### src/rtl/imm_gen_pipe.sv
// Pipelined RV32I/RV32IC immediate generator: decode + extend to XLEN, then an elastic valid/ready pipe.
// Define RVC_EN to decode compressed (16-bit) encodings; otherwise they are flagged illegal.
module imm_gen_pipe #(
  parameter int XLEN   = 32,
  parameter int STAGES = 2
) (
  input  logic            clk,
  input  logic            rst,
  input  logic            in_valid,
  output logic            in_ready,
  input  logic [31:0]     instr,
  output logic            out_valid,
  input  logic            out_ready,
  output logic [XLEN-1:0] imm,
  output logic [2:0]      fmt,
  output logic            illegal
);

  localparam logic [2:0] FMT_NONE  = 3'd0;
  localparam logic [2:0] FMT_I     = 3'd1;
  localparam logic [2:0] FMT_S     = 3'd2;
  localparam logic [2:0] FMT_B     = 3'd3;
  localparam logic [2:0] FMT_U     = 3'd4;
  localparam logic [2:0] FMT_J     = 3'd5;
  localparam logic [2:0] FMT_SHAMT = 3'd6;
`ifdef RVC_EN
  localparam logic [2:0] FMT_C     = 3'd7;
`endif

  localparam logic [6:0] OP_LOAD   = 7'b0000011;
  localparam logic [6:0] OP_JALR   = 7'b1100111;
  localparam logic [6:0] OP_IMM    = 7'b0010011;
  localparam logic [6:0] OP_STORE  = 7'b0100011;
  localparam logic [6:0] OP_BRANCH = 7'b1100011;
  localparam logic [6:0] OP_LUI    = 7'b0110111;
  localparam logic [6:0] OP_AUIPC  = 7'b0010111;
  localparam logic [6:0] OP_JAL    = 7'b1101111;

  logic [6:0]      w_opcode;
  logic [2:0]      w_funct3;
  logic [XLEN-1:0] w_dec_imm;
  logic [2:0]      w_dec_fmt;
  logic            w_dec_illegal;

  assign w_opcode = instr[6:0];
  assign w_funct3 = instr[14:12];

  // Extension to XLEN happens here once; the pipe only moves full-width words.
  always_comb begin
    w_dec_imm     = '0;
    w_dec_fmt     = FMT_NONE;
    w_dec_illegal = 1'b0;
    if (instr[1:0] == 2'b11) begin
      case (w_opcode)
        OP_LOAD, OP_JALR: begin
          w_dec_fmt = FMT_I;
          w_dec_imm = XLEN'($signed(instr[31:20]));
        end
        OP_IMM: begin
          if (w_funct3 == 3'b001 || w_funct3 == 3'b101) begin
            w_dec_fmt = FMT_SHAMT;
            w_dec_imm = XLEN'(instr[24:20]);
          end else begin
            w_dec_fmt = FMT_I;
            w_dec_imm = XLEN'($signed(instr[31:20]));
          end
        end
        OP_STORE: begin
          w_dec_fmt = FMT_S;
          w_dec_imm = XLEN'($signed({instr[31:25], instr[11:7]}));
        end
        OP_BRANCH: begin
          w_dec_fmt = FMT_B;
          w_dec_imm = XLEN'($signed({instr[31], instr[7], instr[30:25], instr[11:8], 1'b0}));
        end
        OP_LUI, OP_AUIPC: begin
          w_dec_fmt = FMT_U;
          w_dec_imm = XLEN'($signed({instr[31:12], 12'b0}));
        end
        OP_JAL: begin
          w_dec_fmt = FMT_J;
          w_dec_imm = XLEN'($signed({instr[31], instr[19:12], instr[20], instr[30:21], 1'b0}));
        end
        default: begin
          w_dec_fmt = FMT_NONE;
        end
      endcase
    end else begin
`ifdef RVC_EN
      case (instr[1:0])
        2'b01: begin
          case (instr[15:13])
            3'b000, 3'b010: begin
              w_dec_fmt = FMT_C;
              w_dec_imm = XLEN'($signed({instr[12], instr[6:2]}));
            end
            3'b011: begin
              if (instr[11:7] != 5'd0 && instr[11:7] != 5'd2) begin
                w_dec_fmt = FMT_C;
                w_dec_imm = XLEN'($signed({instr[12], instr[6:2], 12'b0}));
              end
            end
            3'b101: begin
              w_dec_fmt = FMT_C;
              w_dec_imm = XLEN'($signed({instr[12], instr[8], instr[10:9], instr[6], instr[7],
                                         instr[2], instr[11], instr[5:3], 1'b0}));
            end
            3'b110, 3'b111: begin
              w_dec_fmt = FMT_C;
              w_dec_imm = XLEN'($signed({instr[12], instr[6:5], instr[2], instr[11:10],
                                         instr[4:3], 1'b0}));
            end
            default: begin
              w_dec_fmt = FMT_NONE;
            end
          endcase
        end
        2'b00: begin
          if (instr[15:13] == 3'b010 || instr[15:13] == 3'b110) begin
            w_dec_fmt = FMT_C;
            w_dec_imm = XLEN'({instr[5], instr[12:10], instr[6], 2'b00});
          end
        end
        default: begin
          w_dec_fmt = FMT_NONE;
        end
      endcase
`else
      w_dec_illegal = 1'b1;
`endif
    end
  end

  logic [STAGES-1:0] r_valid;
  logic [XLEN-1:0]   r_imm     [STAGES];
  logic [2:0]        r_fmt     [STAGES];
  logic              r_illegal [STAGES];

  logic [STAGES-1:0] w_load;
  logic [STAGES-1:0] w_up_valid;
  logic [XLEN-1:0]   w_up_imm     [STAGES];
  logic [2:0]        w_up_fmt     [STAGES];
  logic              w_up_illegal [STAGES];

  // Unrolled ready chain: a stage loads if it or any later stage has a hole, or the consumer takes.
  always_comb begin
    w_load = '0;
    for (int k = 0; k < STAGES; k++) begin
      w_load[k] = out_ready;
      for (int j = k; j < STAGES; j++) begin
        if (!r_valid[j]) w_load[k] = 1'b1;
      end
    end
  end

  always_comb begin
    w_up_valid      = '0;
    w_up_valid[0]   = in_valid;
    w_up_imm[0]     = w_dec_imm;
    w_up_fmt[0]     = w_dec_fmt;
    w_up_illegal[0] = w_dec_illegal;
    for (int k = 1; k < STAGES; k++) begin
      w_up_valid[k]   = r_valid[k-1];
      w_up_imm[k]     = r_imm[k-1];
      w_up_fmt[k]     = r_fmt[k-1];
      w_up_illegal[k] = r_illegal[k-1];
    end
  end

  always_ff @(posedge clk or posedge rst) begin
    if (rst) begin
      r_valid <= '0;
      for (int k = 0; k < STAGES; k++) begin
        r_imm[k]     <= '0;
        r_fmt[k]     <= FMT_NONE;
        r_illegal[k] <= 1'b0;
      end
    end else begin
      for (int k = 0; k < STAGES; k++) begin
        if (w_load[k]) begin
          r_valid[k] <= w_up_valid[k];
          if (w_up_valid[k]) begin
            r_imm[k]     <= w_up_imm[k];
            r_fmt[k]     <= w_up_fmt[k];
            r_illegal[k] <= w_up_illegal[k];
          end
        end
      end
    end
  end

  assign in_ready  = w_load[0];
  assign out_valid = r_valid[STAGES-1];
  assign imm       = r_imm[STAGES-1];
  assign fmt       = r_fmt[STAGES-1];
  assign illegal   = r_illegal[STAGES-1];

endmodule

### config.mk
export PLATFORM = sky130hd
export DESIGN_NAME = imm_gen_pipe
export DESIGN_NICKNAME = d
export VERILOG_FILES = /design/src/rtl/imm_gen_pipe.sv
export SDC_FILE = /design/constraint.sdc
export NUM_CORES = 1
export LEC_CHECK = 0
export BUFFER_PORTS_ARGS = -buffer_cell sky130_fd_sc_hd__buf_2
export CORE_MARGIN = 1.5
export CORE_UTILIZATION = 60
export CTS_BUF_LIST = sky130_fd_sc_hd__clkbuf_4
export DETAILED_ROUTE_END_ITERATION = 10
export PLACE_DENSITY = 0.87
export REMOVE_ABC_BUFFERS = 1
export SYNTH_ARGS = -nofsm -noshare
export SYNTH_HDL_FRONTEND = slang
export SYNTH_SLANG_ARGS = --single-unit
### constraint.sdc
create_clock -name clk -period 3.41 [get_ports clk]
set_input_delay 0.1705 -clock clk [delete_from_list [all_inputs] [get_ports clk]]
set_output_delay 0.1705 -clock clk [all_outputs]
set_load 0.03 [all_outputs]
==> flow_metrics.py, run 1 <==
metrics = {
    "outcome": {
        "status": "complete, no violations",
    },
    "worst_setup_path": {
        "crit_path_end_kind": "register",
        "path_max_fanout": 29,
        "critical_path.cell_chain": "nand3b_1 -> and2_1 -> nand3_1 -> or2_1 -> o21ai_0",
        "crit_slowest_cell": "or2_1",
        "critPathMaxStageDelay_ns": 0.85,
        "crit_type": "reg2reg",
        "cp-start-kind": "register",
        "rr_worst_depth": 5,
        "required_ns": 3.66,
        "crit_family": "simple AND/OR/NAND/NOR gates",
        "crit_cells": 5,
        "crit_buf_inv": 0,
        "arrival_ns": 2.42,
    },
    "final_layout": {
        "nets": 375,
        "seq_area_sq_um": 1852,
        "num-fill-cells": 432,
        "antenna_cells": 0,
        "finalNonFillerCells": 416,
        "multiInputGateArea_sq_um": 1195,
        "drive_above_1_share": 0.4070,
        "syn2layout_area_growth_pct": 9.283,
    },
    "timing": {
        "hold_viol_final": 0,
        "maxSlewHeadroom": 0.1875,
        "setup_viol": 0,
        "setup_tns_ns": 0,
        "rsz0062_at_grt": "no",
        "tightest_slew_ns": 1.216,
        "min_period_ns": 2.165,
        "drv_slew": 0,
        "fin_skew_ns": 0.01497,
        "hold-worst-slack_ns": 0.01519,
        "fmax_mhz": 461.8,
        "post-route-period-util": 0.6350,
    },
    "cts": {
        "clkTransAtPathRegs_ns": 0.11,
        "numCtsBuffers": 9,
        "cts_tree": "built",
        "clk_latency_ns": 0.42,
        "numClockSinks": 74,
        "cts_resized": 0,
        "clk_path_buf_depth": 2,
        "cts_max_level": 3,
        "ctsRootBufferMaster": "clkbuf_4",
        "post_cts.repair.setup_buffers": 0,
    },
    "synthesis": {
        "yosys_most_used_dff": "dfrtp_1",
        "ys_seq_area_frac": 0.5473,
        "synthCells": 294,
        "ys_types": 36,
        "ys_warn_count": 0,
        "async_flop_share": 1.000,
        "synth.avg_cell_area_sq_um": 11.51,
        "synthesis.area_sq_um": 3383,
        "ys_ff_latch": 74,
        "synth_edf_count": 0,
    },
    "grt": {
        "grt_pass1_wl_um": 10580,
        "grt_start_max_net_pins": 43,
        "grt_overflow": 0,
        "grt_pass1_vias": 2212,
        "grt_usage": 0.2258,
        "antenna_found_initial": 0,
    },
    "routing": {
        "num_vias": 2382,
        "post_drt_wl_per_cell_um": 16.09,
        "drc": 0,
        "first_pass_iters": 4,
        "viasPerCell": 5.726,
        "wl_um": 6693,
        "drtIter0Drc": 165,
        "antenna_left": 0,
    },
    "placement": {
        "dp_hpwl_um": 4487,
        "port_buffers": 73,
        "place_inst": 394,
        "gp_congestion": 0.9670,
    },
    "min_path": {
        "whs_path_depth": 2,
        "hp-class": "in2reg",
    },
    "power_and_ir_drop": {
        "pwr_density_cell_nw_per_um2": 403.5,
        "leakagePower_nw": 1.883,
        "ir_drop_uv": 214.3,
        "power_w": 0.001492,
    },
    "die": {
        "coreArea_sq_um": 5473,
        "start_util": 0.6182,
        "die_y_um": 78.09,
        "die_w_um": 78.09,
        "io_pins": 74,
        "fp-row-count": 27,
        "die-area_sq_um": 6098,
    },
    "job": {
        "max_cap_violations": 0,
    },
}
==> cells by family (layout without fill, tap and decap cells) <==
logic type / after synthesis / in the layout / synth area share
flip-flops: 74 / 74 / 0.5473
AO/OA/AOI/OAI: 70 / 70 / 0.1320
AND/OR/NAND/NOR: 63 / 63 / 0.09838
buffers and inverters: 50 / 100 / 0.09948
multiplexers: 37 / 37 / 0.1228
==> placed cells by master (no fill, tap or decap), types with 2 or more instances in the layout <==
cell and n:
nand2b_1 4, nor4_1 3, mux2_2 36, nand3b_1 3
dlygate4sd3_1 6, o21a_1 2, inv_1 2, clkinv_2 3
buf_2 73, o21ai_0 22, dfrtp_1 74, nand2_1 33
a22o_1 6, a21oi_1 20, a22oi_1 4, nor2_1 8
buf_4 2, o21ai_1 2, nand3_1 2, o21ai_2 8
clkbuf_4 12, nor3_1 2
==> final cells by class <==
type	instances	share of cell area
tap	72	0.02437
sequential	74	0.5008
timing repair buffer	81	0.1191
clock inverter	4	0.005076
inverter	3	0.003046
multi-input combinational	170	0.3232
clock buffer	12	0.02437
==> routing by layer <==
layer	track usage	vias up	wire length [um]
met4	0.08036	0	87
met3	0.05116	11	381
met1	0.3246	1185	3060
met5	0	-	0
met2	0.3400	89	3164
li1	-	1097	-
==> worst register-to-register path, delay by kind of cell, from the launching register on <==
| kind | cells | cell delay [ns] |
|---|---|---|
| AO/OA/AOI/OAI | 1 | 0.25 |
| flip-flops | 1 | 0.40 |
| AND/OR/NAND/NOR | 4 | 1.35 |
==> sequential cells by signal, indices dropped and copies added, names as in the netlist <==
signal,flops
r_imm,32
imm,32
illegal,1
r_fmt,3
r_illegal,1
fmt,3
r_valid,2
==> cells in the mapped netlist (3+ instances only) <==
cell type,count,area share
nor2_1,8,0.0089
buf_4,35,0.078
clkbuf_1,8,0.0089
o21ai_2,8,0.021
nand2_1,33,0.037
inv_1,3,0.0033
a22o_1,6,0.016
nor4_1,3,0.0055
dfrtp_1,74,0.55
a22oi_1,4,0.0089
nand2b_1,4,0.0074
o21ai_0,22,0.033
a21oi_1,20,0.030
mux2_2,36,0.12
nand3b_1,3,0.0067
==> per-stage QoR <==
| step | cell area, sq um | utilization | setup WS (ns) |
|---|---|---|---|
| finish | 3697 | 0.6756 | 1.245 |
| global route | 3697 | 0.6756 | 1.034 |
| CTS | 3677 | 0.6719 | 1.233 |
| detailed placement | 3528 | 0.6447 | 1.156 |
| global placement | 3528 | 0.6447 | 1.289 |
| floorplan | 3058 | - | 1.222 |
==> timing repair <==
action / in CTS / in global routing
endpoints found under the hold margin: 44 / 2
setup endpoints to repair: 0 / 0
hold buffers: 4 / 2
==> final timing paths <==
kind	start	endpoint	slack, ns
setup reg to reg	r_valid[1]	r_imm[53]	1.24
hold / removal	instr[27]	r_imm[39]	0.02
max in group asynchronous	rst	r_fmt[4]	2.00
setup / recovery	r_valid[1]	r_imm[53]	1.24
min in group asynchronous	rst	r_imm[48]	0.47
hold reg to reg	r_imm[35]	r_imm[35]	0.49
==> power breakdown <==
part	switching [W]	internal, W
registers	0.00000436	0.000884
clock network	0.000292	0.000169
logic	0.0000908	0.0000511
Power figures use the tool's default switching activity.
==> run 2: changes to the inputs <==
CORE_UTILIZATION = 56   (was 60)
PLACE_DENSITY = 0.82   (was 0.87)
clock period = 2 ns   (was 3.41 ns; I/O delays follow)
==> run 2 against run 1 <==
Net effect: die area is 6.9% higher; maximum frequency grew 26%; hold slack improved by 0.022 ns; combinational power increased by 100%; clock skew decreased by 0.0035 ns; utilization rose by 0.30 points; final area increased by 8.0%; power up 73%; global-route usage grew 0.70 points; via count increased by 1.6%; clock power increased by 68%.
==> flow_metrics.py, run 2 (synthesis gave the netlist of run 1 again) <==
metrics = {
    "min_path": {
        "whs_path_depth": 3,
        "hold_start": "instr[24]",
        "min_to": "r_imm[56]",
        "hp-class": "in2reg",
    },
    "power_and_ir_drop": {
        "ir_drop_uv": 363.3,
        "p_comb_frac": 0.111,
        "pwr_density_cell_nw_per_um2": 644.8,
        "internal-power_w": 0.001891,
        "swShare": 0.2658,
        "clkPwrFrac": 0.301,
        "power_w": 0.002575,
        "seqPwrFrac": 0.588,
        "power_switching_w": 0.0006846,
        "leakagePower_nw": 2.005,
    },
    "grt": {
        "grt_pass1_vias": 2396,
        "grt_overflow": 0,
        "grt_usage": 0.2328,
        "grt_start_max_net_pins": 42,
        "antenna_found_initial": 0,
        "grt_pass1_wl_um": 11250,
    },
    "worst_setup_path": {
        "critPathMaxStageDelay_ns": 0.41,
        "required_ns": 2.33,
        "crit_path_end_kind": "register",
        "rr_worst_depth": 6,
        "reg2reg_slack_ns": 0.29,
        "cp-start-kind": "register",
        "critical_path.cell_chain": "nand3b_1 -> and2_1 -> nand3_1 -> or2_1 -> buf_4 -> o21ai_0",
        "reg2reg_from": "r_valid[0]",
        "crit_buf_inv": 1,
        "path_max_fanout": 25,
        "arrival_ns": 2.05,
        "worstReg2RegEnd": "r_imm[50]",
        "crit_slowest_cell": "dfrtp_1",
        "crit_type": "reg2reg",
        "crit_family": "simple AND/OR/NAND/NOR gates",
    },
    "routing": {
        "drc": 0,
        "wl_um": 6879,
        "antenna_left": 0,
        "num_vias": 2421,
        "viasPerCell": 5.392,
        "post_drt_wl_per_cell_um": 15.32,
        "drtIter0Drc": 97,
        "first_pass_iters": 4,
    },
    "timing": {
        "setup_viol": 0,
        "post-route-period-util": 0.8564,
        "drv_slew": 0,
        "maxSlewHeadroom": 0.5817,
        "fmax_mhz": 583.8,
        "tightest_slew_ns": 0.6209,
        "min_period_ns": 1.713,
        "rsz0062_at_grt": "no",
        "fin_skew_ns": 0.01143,
        "hold_viol_final": 0,
    },
    "final_layout": {
        "layout_common_cells": "74 x dfrtp_1, 73 x buf_2, 36 x mux2_2",
        "finalNonFillerCells": 449,
        "mostFrequentLayoutCell": "dfrtp_1",
        "antenna_cells": 0,
        "syn2layout_area_growth_pct": 18.05,
        "fin_area_sq_um": 3994,
        "nets": 405,
        "drive_above_1_share": 0.3957,
    },
    "placement": {
        "dpl-instance-area_sq_um": 3605,
        "dp_hpwl_um": 4617,
        "gp_congestion": 0.9461,
        "place_inst": 405,
        "port_buffers": 73,
    },
    "die": {
        "io_pins": 74,
        "coreArea_sq_um": 5886,
        "start_util": 0.5748,
        "die_y_um": 80.73,
        "fp-row-count": 28,
        "die_w_um": 80.73,
        "die-area_sq_um": 6517,
    },
    "cts": {
        "numCtsBuffers": 9,
        "clkTransAtPathRegs_ns": 0.11,
        "clk_latency_ns": 0.42,
        "numClockSinks": 74,
        "cts_tree": "built",
        "clk_path_buf_depth": 2,
        "post_cts.repair.setup_buffers": 0,
        "ctsRootBufferMaster": "clkbuf_4",
        "cts_max_level": 3,
    },
    "outcome": {
        "status": "complete, no violations",
    },
    "job": {
        "max_cap_violations": 0,
    },
}
run 2: cell types whose count changed in the layout (fill, tap and decap cells not counted):
cell	before	now
dlygate4sd3_1	6	28
buf_4	2	9
clkbuf_4	12	10
clkinvlp_4	0	2
buf_12	0	1
run 2: metal layers:
metal	part of all wire	GRT usage	wire length, um	up-vias
met5	0	0	0	-
met4	0.022	0.09483	149	0
met3	0.061	0.06136	418	13
met2	0.47	0.3655	3204	86
met1	0.45	0.3076	3106	1177
li1	-	-	-	1145
run 2: area by class of cell:
| type | count | area (sq um) |
|---|---|---|
| Clock inverter | 6 | 33.78 |
| Fill cell | 471 | 1892 |
| Tap cell | 75 | 93.84 |
| Sequential cell | 74 | 1852 |
| Timing Repair Buffer | 111 | 733.2 |
| Inverter | 3 | 11.26 |
| Multi-Input combinational cell | 170 | 1195 |
| Clock buffer | 10 | 75.07 |
run 2: worst max path at each step:
| stage | from | to | slack (ns) | cells after the start |
|---|---|---|---|---|
| after floorplan | r_valid[1] | r_fmt[5] | -0.19 | 5 |
| after global placement | r_valid[0] | r_imm[51] | 0.37 | 6 |
| after detailed placement | instr[2] | r_imm[56] | 0.28 | 7 |
| after CTS | r_valid[1] | r_imm[56] | 0.27 | 6 |
| after global routing | r_valid[1] | r_imm[48] | 0.10 | 6 |
| final | r_valid[0] | r_imm[50] | 0.29 | 6 |
run 2: power groups by stage:
stage | clock network (W) | registers (W) | logic, W
after floorplan | 0 | 0.00156 | 0.000119
after global placement | 0 | 0.00154 | 0.000243
after detailed placement | 0 | 0.00154 | 0.000245
after CTS | 0.000792 | 0.00152 | 0.000285
after global routing | 0.000867 | 0.00152 | 0.000311
final | 0.000776 | 0.00152 | 0.000285
run 2: timing repair:
action                    CTS  global route
hold endpoints to repair   45             0
hold buffers               28             0
gates resized for setup     0             0
run 2: tightest hold or removal path, delay by kind of cell:
kind,cells,cell delay (ns)
compound gates,2,0.20
buf+inv,1,0.12
run 2: stage by stage:
step / utilization / hold WS, ns / setup slack (ns) / TNS (ns)
6_report: 0.6786 / 0.03694 / 0.2872 / 0
5_1_grt: 0.6786 / 0.03131 / 0.1028 / 0
4_1_cts: 0.6786 / 0.02363 / 0.2668 / 0
3_5_place_dp: 0.6125 / 0.1144 / 0.2846 / 0
3_3_place_gp: 0.6125 / 0.1107 / 0.3744 / 0
2_1_floorplan: - / 0.2084 / -0.1879 / -4.707
